### config.mk
export PLATFORM = sky130hd
export DESIGN_NAME = muldiv_unit
export DESIGN_NICKNAME = d
export VERILOG_FILES = /design/src/rtl/muldiv_unit.sv
export SDC_FILE = /design/constraint.sdc
export NUM_CORES = 1
export LEC_CHECK = 0
export ABC_CLOCK_PERIOD_IN_PS = 6100
export BUFFER_PORTS_ARGS = -buffer_cell sky130_fd_sc_hd__buf_2
export CAP_MARGIN = 20
export CORE_MARGIN = 2
export CORE_UTILIZATION = 50
export DETAILED_ROUTE_END_ITERATION = 7
export GPL_TIMING_DRIVEN = 0
export MAX_ROUTING_LAYER = met4
export PLACE_DENSITY = 0.68
export SYNTH_ARGS = -nofsm -noshare
export SYNTH_HDL_FRONTEND = slang
export SYNTH_SLANG_ARGS = --single-unit
### constraint.sdc
create_clock -name clk -period 6.1 [get_ports clk]
set_input_delay 0.915 -clock clk [delete_from_list [all_inputs] [get_ports clk]]
set_output_delay 0.915 -clock clk [all_outputs]
set_load 0.005 [all_outputs]
### src/rtl/muldiv_unit.sv
`default_nettype none
// =============================================================================
// muldiv_unit : iterative RV32M multiply/divide, one result bit per cycle
// Rev 1.0
// =============================================================================
module muldiv_unit #(
   parameter int XLEN = 32
) (
   input  logic            clk,
   input  logic            reset,
   input  logic            req_valid_i,
   output logic            req_ready_o,
   input  logic [2:0]      req_op_i,
   input  logic [XLEN-1:0] req_a_i,
   input  logic [XLEN-1:0] req_b_i,
   output logic            resp_valid_o,
   input  logic            resp_ready_i,
   output logic [XLEN-1:0] resp_result_o,
   output logic            busy_o
);

   localparam int CNT_W = $clog2(XLEN + 1);

   typedef enum logic [1:0] {S_IDLE, S_CALC, S_FIX, S_DONE} state_t;

   state_t              state_q, state_d;
   logic [2:0]          op_q, op_d;
   logic [XLEN-1:0]     opnd_q, opnd_d;
   logic [2*XLEN-1:0]   acc_q, acc_d;
   logic [CNT_W-1:0]    cnt_q, cnt_d;
   logic                negres_q, negres_d;
   logic                negrem_q, negrem_d;
   logic                special_q, special_d;
   logic [XLEN-1:0]     result_q, result_d;

   logic                w_a_signed, w_b_signed, w_sa, w_sb;
   logic [XLEN-1:0]     w_abs_a, w_abs_b;
   logic                w_div0, w_ovf, w_special;
   logic [XLEN-1:0]     w_special_res;
   logic [XLEN:0]       w_mul_add, w_div_r, w_div_diff;
   logic [2*XLEN-1:0]   w_mul_next, w_div_next, w_prod_fix;
   logic [XLEN-1:0]     w_quo_fix, w_rem_fix, w_fix_res;

   // Operand sign handling at accept
   assign w_a_signed = (req_op_i == 3'd1) || (req_op_i == 3'd2) ||
                       (req_op_i == 3'd4) || (req_op_i == 3'd6);
   assign w_b_signed = (req_op_i == 3'd1) || (req_op_i == 3'd4) || (req_op_i == 3'd6);
   assign w_sa       = w_a_signed & req_a_i[XLEN-1];
   assign w_sb       = w_b_signed & req_b_i[XLEN-1];
   assign w_abs_a    = w_sa ? (-req_a_i) : req_a_i;
   assign w_abs_b    = w_sb ? (-req_b_i) : req_b_i;

   assign w_div0     = req_op_i[2] && (req_b_i == '0);
   assign w_ovf      = ((req_op_i == 3'd4) || (req_op_i == 3'd6)) &&
                       (req_a_i == {1'b1, {(XLEN-1){1'b0}}}) && (&req_b_i);
   assign w_special  = w_div0 || w_ovf;
   assign w_special_res = w_div0 ? (req_op_i[1] ? req_a_i : {XLEN{1'b1}})
                                 : (req_op_i[1] ? {XLEN{1'b0}} : req_a_i);

   // Shift-add multiply: multiplier lives in the low half and shifts out as the product grows
   assign w_mul_add  = {1'b0, acc_q[2*XLEN-1:XLEN]} + (acc_q[0] ? {1'b0, opnd_q} : {(XLEN+1){1'b0}});
   assign w_mul_next = {w_mul_add, acc_q[XLEN-1:1]};

   // Restoring divide: remainder in the high half, dividend/quotient in the low half
   assign w_div_r    = acc_q[2*XLEN-1:XLEN-1];
   assign w_div_diff = w_div_r - {1'b0, opnd_q};
   assign w_div_next = w_div_diff[XLEN] ? {w_div_r[XLEN-1:0], acc_q[XLEN-2:0], 1'b0}
                                        : {w_div_diff[XLEN-1:0], acc_q[XLEN-2:0], 1'b1};

   assign w_prod_fix = negres_q ? (-acc_q) : acc_q;
   assign w_quo_fix  = negres_q ? (-acc_q[XLEN-1:0]) : acc_q[XLEN-1:0];
   assign w_rem_fix  = negrem_q ? (-acc_q[2*XLEN-1:XLEN]) : acc_q[2*XLEN-1:XLEN];

   always_comb begin
      w_fix_res = acc_q[XLEN-1:0];
      if (!special_q) begin
         case (op_q)
            3'd0:          w_fix_res = w_prod_fix[XLEN-1:0];
            3'd4, 3'd5:    w_fix_res = w_quo_fix;
            3'd6, 3'd7:    w_fix_res = w_rem_fix;
            default:       w_fix_res = w_prod_fix[2*XLEN-1:XLEN];
         endcase
      end
   end

   always_comb begin
      state_d   = state_q;
      op_d      = op_q;
      opnd_d    = opnd_q;
      acc_d     = acc_q;
      cnt_d     = cnt_q;
      negres_d  = negres_q;
      negrem_d  = negrem_q;
      special_d = special_q;
      result_d  = result_q;
      case (state_q)
         S_IDLE: begin
            if (req_valid_i) begin
               op_d      = req_op_i;
               negres_d  = w_sa ^ w_sb;
               negrem_d  = w_sa;
               special_d = w_special;
               cnt_d     = CNT_W'(XLEN);
               if (w_special) begin
                  acc_d   = {{XLEN{1'b0}}, w_special_res};
                  state_d = S_FIX;
               end else if (req_op_i[2]) begin
                  acc_d   = {{XLEN{1'b0}}, w_abs_a};
                  opnd_d  = w_abs_b;
                  state_d = S_CALC;
               end else begin
                  acc_d   = {{XLEN{1'b0}}, w_abs_b};
                  opnd_d  = w_abs_a;
                  state_d = S_CALC;
               end
            end
         end
         S_CALC: begin
            acc_d = op_q[2] ? w_div_next : w_mul_next;
            cnt_d = cnt_q - CNT_W'(1);
            if (cnt_q == CNT_W'(1)) state_d = S_FIX;
         end
         S_FIX: begin
            result_d = w_fix_res;
            state_d  = S_DONE;
         end
         S_DONE: begin
            if (resp_ready_i) state_d = S_IDLE;
         end
         default: state_d = S_IDLE;
      endcase
   end

   always_ff @(posedge clk) begin
      if (reset) begin
         state_q   <= S_IDLE;
         op_q      <= '0;
         opnd_q    <= '0;
         acc_q     <= '0;
         cnt_q     <= '0;
         negres_q  <= 1'b0;
         negrem_q  <= 1'b0;
         special_q <= 1'b0;
         result_q  <= '0;
      end else begin
         state_q   <= state_d;
         op_q      <= op_d;
         opnd_q    <= opnd_d;
         acc_q     <= acc_d;
         cnt_q     <= cnt_d;
         negres_q  <= negres_d;
         negrem_q  <= negrem_d;
         special_q <= special_d;
         result_q  <= result_d;
      end
   end

   assign req_ready_o   = (state_q == S_IDLE);
   assign resp_valid_o  = (state_q == S_DONE);
   assign busy_o        = (state_q != S_IDLE);
   assign resp_result_o = result_q;

endmodule
`default_nettype wire
Yosys cells after proc, flatten, opt, wreduce, memory -nomap -nowiden
Cells that the tools add are included.
- add/sub/neg operators: 8
- eq/ne operators: 16
- muxes and demuxes: 25
- bitwise gates (word level): 4
- reduce and logical (&&, ||, !) cells: 22
- operators by type and width (cell ; count):
    32-bit 2-to-1 mux ; 12
    64-bit 2-to-1 mux ; 4
    32-bit negation ; 4
    64-bit one-hot mux with 2 select lines ; 1
    32-bit one-hot mux with 3 select lines ; 1
    64-bit negation ; 1
    32-bit by 32-bit adder with 33-bit output ; 1
    33-bit by 32-bit subtractor with 33-bit output ; 1
    32-bit equality test (second input constant) ; 1
    32-bit zero test ; 1
    32-bit AND reduction ; 1
    3-bit equality test (second input constant) ; 6
    6-bit one-hot mux with 2 select lines ; 1
    2-bit 2-to-1 mux ; 4
    2-bit one-hot mux with 4 select lines ; 1
    1-bit logical OR ; 7
    6-bit by 1-bit equality test with 1-bit output (second input constant) ; 1
    6-bit 2-to-1 mux ; 1
    3-bit AND reduction ; 2
    6-bit by 1-bit subtractor with 6-bit output (second input constant) ; 1
    2-bit equality test (second input constant) ; 2
    2-bit inequality test (second input constant) ; 2
    2-bit AND reduction ; 2
    2-bit nonzero test ; 2
    other kinds (11) ; 15
- register bits: 142
- bits of input ports: 71
- output and inout bits: 35
- logic and storage cells: 84

Depth between registers and ports, before layout
Gate-level depths: netlist (run 1).
- word-level depth: 10
- gate-level depth with buffers: 14
- depth with buffers taken out: 13

Worst setup path after synthesis (run 1)
Ideal clock, no wire load.
- path type: input -> register
- from: input req_b_i[1]
- to: register opnd_q[10]
- setup time: 128 ps
- arrival: 3372 ps
- required time: 5972 ps
- slack: 2601 ps
- stages on the path: 13
- buffers on the path: 2
- cells stage by stage: inv_1 -> ha_1 -> or4b_2 -> nor4_2 -> and2_1 -> clkbuf_1 -> nand3_1 -> and2b_1 -> nand2_2 -> buf_4 -> a211oi_1 -> a21oi_1 -> nor2_1
- cells in the longest elaborated chain, start to end: 5
- elaborated cells between the ends (all ways): 10
- those cells by class: 1 x add/sub; 2 x mux; 1 x bitwise; 6 x reduce/logical
- ends and longest elaborated chain (what ; RTL line ; RTL):
    start: declaration ; 15 ; input logic [XLEN-1:0] req_b_i,
    branches (longest 5 deep; another with 32-bit negation) ; n/a ;
    end signal: assignment ; 148 ; opnd_q <= opnd_d;
    end: declaration ; 28 ; logic [XLEN-1:0] opnd_q, opnd_d;
Several ways; the timed one is not identified.
A chain may end at the register's enable or synchronous reset.

Final worst setup path (run 1)
- from: register acc_q[31]
- to: register acc_q[48]
- cells in the longest elaborated chain, start to end: 4
- ends and longest elaborated chain (what ; RTL line ; RTL):
    start: declaration ; 29 ; logic [2*XLEN-1:0] acc_q, acc_d;
    start signal: assignment ; 139 ; acc_q <= '0;
    start signal: assignment ; 149 ; acc_q <= acc_d;
    33-bit by 32-bit subtractor with 33-bit output ; 66 ; assign w_div_diff = w_div_r - {1'b0, opnd_q};
    64-bit 2-to-1 mux ; 67 ; assign w_div_next = w_div_diff[XLEN] ? {w_div_r[XLEN-1:0], acc_q[XLEN-2:0], 1'b0}
    64-bit 2-to-1 mux ; 119 ; acc_d = op_q[2] ? w_div_next : w_mul_next;
    64-bit one-hot mux with 2 select lines ; 96 ; case (state_q)
Every way passes these cells.

==> run_results.csv, run 1 <==
group,metric,value,unit
synth,synthesis.area,15060,µm²
timing,slew_headroom,26.70,%
drt,wl,66510,µm
place,hpwlAfterDp,53080,µm
synth,yosys_warnings,0,
floorplan,die_h,177.5,µm
min_path,holdCritStartpoint,"resp_result_o[30]$_SDFFE_PP0P_",
timing,period_share,85.49,%
timing,fin_crit,5.215,ns
synth,synth_area_leaders,"dfxtp_1, a21oi_1, ha_1",
cts,cts-root-buf,"clkbuf_16",
drt,vias,17740,
setup_path,cp_max_fo,10,
setup_path,crit_family,"buffers and inverters",
synth,synth_cells,2138,
cts,cts_made_buffers,17,
global_route,grt_overflow_total,0,
cells_and_area,final_cell_mix,"a21oi_1, nand2_1, nor2_1, o21ai_0, dfxtp_1",
setup_path,r2r-end,"acc_q[48]$_SDFFE_PP0P_",
synth,ys_seq_area_share,18.88,%
timing,rsz0062_at_grt,"false",
timing,slew_violations,0,
pwr,pwr_density_cell,399.8,nW/µm²
global_route,grt_max_degree,17,
drt,viasPerCell,6.661,
synth,synth_flop_cell,"dfxtp_1",
drt,drt_iter0_markers,2555,
setup_path,critPathLaunchType,"flop",
cells_and_area,antenna_cells,0,
floorplan,rows,63,
min_path,hold-path-endpoint,"resp_result_o[30]$_SDFFE_PP0P_",
cts,cts_tree,"built",
setup_path,cp.required,6.42,ns
cts,clk_path_buf_depth,2,
floorplan,core,29640,µm²
cells_and_area,fin_nets,2408,
setup_path,path_class,"flop to flop",
synth,synth.distinct_cells,85,
drt,route.detailed.drc,0,
global_route,grt_pass1_vias,16230,
timing,max_freq,191.8,MHz
pwr,peakVddDrop,0.2511,mV
cts,postCtsSetupBuffers,0,
synth,postSynthAreaPerCell,7.043,µm²
outcome,status,"finished, final reports clean",
min_path,hp-class,"flop to flop",
drt,antenna_left,0,
place,globalplace.congestion,1.097,
setup_path,crit_arrival,5.54,ns
cells_and_area,postLayoutCoreUtil,56.38,%
setup_path,path_cells,"clkbuf_1, inv_1, ha_1, fa_1, nand2b_1, a21oi_1, o21ai_0, o2111ai_1, a21oi_1, xnor2_1, clkbuf_1, mux2i_1, o21ai_0",
global_route,grt_pass1_wl,98730,µm
min_path,hold_path_depth,2,
flow_run,cap_violations,0,
cts,path_clk_slew,0.08,ns
timing,tightest_slew,1.072,ns
setup_path,reg2reg_depth,13,
drt,routedWlPerCell,24.97,µm
cells_and_area,layout.cells.most_common,"a21oi_1",
timing,tns,0,ns
cells_and_area,syn_to_final_growth,10.98,%
cts,htreeDepth,4,
pwr,leakage,0.006703,µW
setup_path,max_stage_delay,0.80,ns
floorplan,io-pin-count,106,
setup_path,r2r_start,"acc_q[31]$_SDFFE_PP0P_",
synth,synth_top_area_share,18.88,%
synth,synth_largest_area_cell,"dfxtp_1",
cts,ctsHoldBuffers,0,
floorplan,die_w,177.5,µm
global_route,antenna_found_initial,1,
synth,yosys_register_bits,142,
drt,first_pass_iters,7,
floorplan,start_util,50.80,%
setup_path,rrSetupSlack,0.89,ns
setup_path,cp-end-kind,"flop",
cts,clock_sinks,142,
cts,cts_resized,0,
timing,clock_skew,0.01934,ns
global_route,grt_usage,42.83,%
setup_path,critPathBufInv,3,
floorplan,die_area,31520,µm²
timing,setup_viol,0,
synth,synth.net_count,2286,
cts,insertion_delay,0.46,ns
setup_path,critPathSlowestCell,"xnor2_1",
cells_and_area,drive_gt1_share,8.579,%
place,io_buffers,102,
synth,synth-edff-count,0,
synth,async_flop_share,0,%
timing,hold_viol,0,
## tightest hold or removal path, delay by kind of cell, from the launching register on
kind | cells | cell delay [ns]
simple gates | 2 | 0.09
flops | 1 | 0.31
## per-stage QoR
| stage | setup WS, ns | hold slack, ns | area, µm² | cells | power [µW] |
|---|---|---|---|---|---|
| global route | 0.7784 | 0.4618 | 16710 | 2663 | 7006 |
| detailed placement | 1.106 | 0.4300 | 16070 | 2631 | 5307 |
| global placement | 1.076 | 0.4282 | 16060 | 2630 | 5265 |
| floorplan | 2.601 | 0.4319 | 15060 | 2138 | 4049 |
| finish | 0.8854 | 0.4407 | 16710 | 2663 | 6680 |
| CTS | 1.061 | 0.4420 | 16710 | 2663 | 6495 |
## logic make-up (layout without fill, tap and decap cells)
family | count (synthesis) | after routing | synth area share [%]
AND/OR/NAND/NOR | 700 | 700 | 22.44
adder cells (fa/ha/maj) | 77 | 77 | 6.498
multiplexers | 76 | 76 | 5.177
buffers and inverters | 249 | 384 | 6.490
AO/OA/AOI/OAI | 721 | 721 | 30.45
flip-flops | 142 | 142 | 18.88
XOR/XNOR | 173 | 173 | 10.06
## how the worst max path moves through the flow
stage	from	endpoint	slack, ns	cells past startpoint
finish	acc_q[31]$_SDFFE_PP0P_	acc_q[48]$_SDFFE_PP0P_	0.89	13
floorplan	req_b_i[1]	opnd_q[10]$_SDFFE_PP0P_	2.60	13
CTS	acc_q[31]$_SDFFE_PP0P_	acc_q[48]$_SDFFE_PP0P_	1.06	13
detailed placement	acc_q[31]$_SDFFE_PP0P_	acc_q[48]$_SDFFE_PP0P_	1.11	13
global route	acc_q[31]$_SDFFE_PP0P_	acc_q[48]$_SDFFE_PP0P_	0.78	13
global placement	acc_q[31]$_SDFFE_PP0P_	acc_q[48]$_SDFFE_PP0P_	1.08	13
## area by class of cell
| type | count | area, µm² |
|---|---|---|
| repair buffers | 103 | 521.8 |
| flip-flops and latches | 142 | 2843 |
| inverters | 88 | 330.3 |
| plain buffers | 161 | 646.9 |
| multi-input cells | 1747 | 11240 |
| clock buffers | 17 | 425.4 |
| clock inverters | 15 | 212.7 |
| fillers | 3052 | 12930 |
| well taps | 390 | 488.0 |
## report_power, final
part	internal (µW)	switching, µW	total [µW]	leakage (µW)
logic	1390	2710	4100	0.00523
registers	1160	226	1390	0.00116
clock network	667	528	1200	0.000314
total	3220	3470	6680	0.00670
## cells in the mapped netlist (11+ instances only)
cell type / n
a211oi_1: 34
a21o_1: 30
a21oi_1: 229
a22oi_1: 16
a31oi_1: 25
and2_1: 15
and3_1: 11
buf_1: 12
clkbuf_1: 133
dfxtp_1: 142
ha_1: 75
inv_1: 86
mux2_2: 15
mux2i_1: 61
nand2_1: 214
nand2b_1: 19
nand3_1: 34
nand4_1: 33
nor2_1: 185
nor2b_1: 13
nor3_1: 68
nor4_1: 19
o211ai_1: 37
o21a_1: 12
o21ai_0: 152
o221ai_1: 18
o22ai_1: 25
o31ai_1: 29
o41ai_1: 15
or3_1: 28
or4_1: 16
xnor2_1: 94
xor2_1: 79
## sequential cells by signal (all words and copies together) (netlist names)
register and cells:
opnd_q 32, op_q 3, special_q 1, acc_q 64, state_q 2, negrem_q 1, negres_q 1, cnt_q 6
resp_result_o 32
## routing by layer
layer  up-vias  wire [µm]  GRT usage, %
met1      8305      27140         54.46
li1       8095          -             -
met4         0       4643         26.33
met2      1104      27970         62.48
met5         -          0             -
met3       233       6749         8.033
Note: power is estimated with default switching activity, not from simulation.
==> run 2, diff against run 1 <==
--- a/config.mk
+++ b/config.mk
@@ -14,6 +14,7 @@
 export GPL_TIMING_DRIVEN = 0
 export MAX_ROUTING_LAYER = met4
 export PLACE_DENSITY = 0.68
+export RECOVER_POWER = 50
 export SYNTH_ARGS = -nofsm -noshare
 export SYNTH_HDL_FRONTEND = slang
 export SYNTH_SLANG_ARGS = --single-unit
==> run_results.csv, run 2 (same netlist as run 1, synthesis figures left out) <==
group,metric,value,unit
cells_and_area,syn_to_final_growth,10.48,%
cts,clock_sinks,142,
cts,cts-root-buf,"clkbuf_16",
pwr,pwr_density_cell,399.7,nW/µm²
drt,antenna_left,0,
global_route,grt_max_degree,17,
setup_path,cp_max_fo,10,
place,dp_worst_setup_slack,1.106,ns
floorplan,io-pin-count,106,
global_route,antenna_found_initial,1,
drt,viasPerCell,6.663,
cells_and_area,drive_gt1_share,6.951,%
cells_and_area,fill_cells,3073,
setup_path,cp-end-kind,"flop",
drt,drt_iter0_markers,2638,
cts,cts_resized,0,
global_route,grt_overflow_total,0,
timing,rsz0062_at_grt,"false",
floorplan,core,29640,µm²
timing,hold_viol,0,
setup_path,crit_arrival,5.57,ns
place,io_buffers,102,
place,hpwlAfterDp,53080,µm
setup_path,cp.required,6.41,ns
cells_and_area,antenna_cells,0,
cells_and_area,fin_nets,2408,
floorplan,die_h,177.5,µm
pwr,leakage,0.006563,µW
timing,worst_slack,0.8356,ns
flow_run,cap_violations,0,
cts,path_clk_slew,0.08,ns
cts,clk_path_buf_depth,2,
cts,insertion_delay,0.46,ns
cts,postCtsSetupBuffers,0,
outcome,status,"finished, final reports clean",
timing,clock_skew,0.02042,ns
timing,tightest_slew,1.364,ns
pwr,peakVddDrop,0.2459,mV
timing,max_freq,190.0,MHz
floorplan,start_util,50.80,%
global_route,grt_usage,42.83,%
pwr,p_total,6649,µW
timing,period_share,86.30,%
min_path,hp-class,"flop to flop",
cells_and_area,final_cell_mix,"a21oi_1, nand2_1, nor2_1, clkbuf_1, o21ai_0",
timing,setup_viol,0,
cts,cts_made_buffers,17,
setup_path,path_class,"flop to flop",
cts,ctsHoldBuffers,0,
floorplan,rows,63,
cts,cts_tree,"built",
timing,fin_crit,5.264,ns
place,globalplace.congestion,1.097,
timing,slew_headroom,8.092,%
drt,route.detailed.drc,0,
cells_and_area,layout.cells.most_common,"a21oi_1",
timing,tns,0,ns
drt,vias,17740,
timing,slew_violations,0,
drt,routedWlPerCell,24.98,µm
cells_and_area,regMostFlops,"acc_q",
setup_path,critPathLaunchType,"flop",
global_route,grt_pass1_vias,16230,
floorplan,die_area,31520,µm²
floorplan,die_w,177.5,µm
drt,wl,66510,µm
cells_and_area,largest_reg_flops,64,
cts,htreeDepth,4,
drt,first_pass_iters,8,
timing,whs,0.4437,ns
global_route,grt_pass1_wl,98730,µm
[run 2: cell types whose count changed in the layout (fill, tap and decap cells not counted), sizes merged]
cell	change
clkbuf	+35
buf	-35
[run 2: final timing paths]
check	startpoint	to	slack (ns)	cells after the start
max	acc_q[0]$_SDFFE_PP0P_	resp_result_o[26]$_SDFFE_PP0P_	0.84	11
min	resp_result_o[30]$_SDFFE_PP0P_	resp_result_o[30]$_SDFFE_PP0P_	0.44	2
max reg2reg	acc_q[0]$_SDFFE_PP0P_	resp_result_o[26]$_SDFFE_PP0P_	0.84	11
min reg2reg	resp_result_o[30]$_SDFFE_PP0P_	resp_result_o[30]$_SDFFE_PP0P_	0.44	2
[run 2: final cells by class]
cell class,count,area (µm²),share of cell area (%)
timing repair buffer,103,488.0,2.933
inverter,88,330.3,1.986
multi-input combinational,1747,11220,67.47
clock buffer,17,425.4,2.557
sequential,142,2843,17.09
clock inverter,15,212.7,1.279
tap,390,488.0,2.933
buffer,161,624.3,3.753
[run 2: report_power, final]
part / total, µW / internal [µW] / switching (µW)
registers: 1390 / 1160 / 227
logic: 4070 / 1360 / 2700
clock network: 1190 / 667 / 525
total: 6650 / 3190 / 3460
[run 2: layer usage]
metal / vias up / global-route usage, % / routed length [µm]
met3: 233 / 8.033 / 6866
li1: 8091 / - / -
met1: 8303 / 54.46 / 27070
met5: - / - / 0
met2: 1116 / 62.48 / 27960
met4: 0 / 26.33 / 4615
[run 2: per-stage QoR]
stage	area (µm²)	util (%)	cells
final	16630	56.13	2663
after global placement	16060	54.17	2630
after global routing	16630	56.13	2663
after CTS	16710	56.38	2663
after detailed placement	16070	54.23	2631
after floorplan	15060	-	2138
[run 2: worst max-delay path, cell delays in order (launching register included)]
cell and delay [ns]:
dfxtp_1 0.40, inv_1 0.28, clkbuf_1 0.52, ha_1 0.28, or3b_2 0.52, nor3_1 0.64, nand4_1 0.51, o31ai_1 0.85
nand2_1 0.14, xor2_1 0.21, o21ai_0 0.61, a21oi_1 0.14
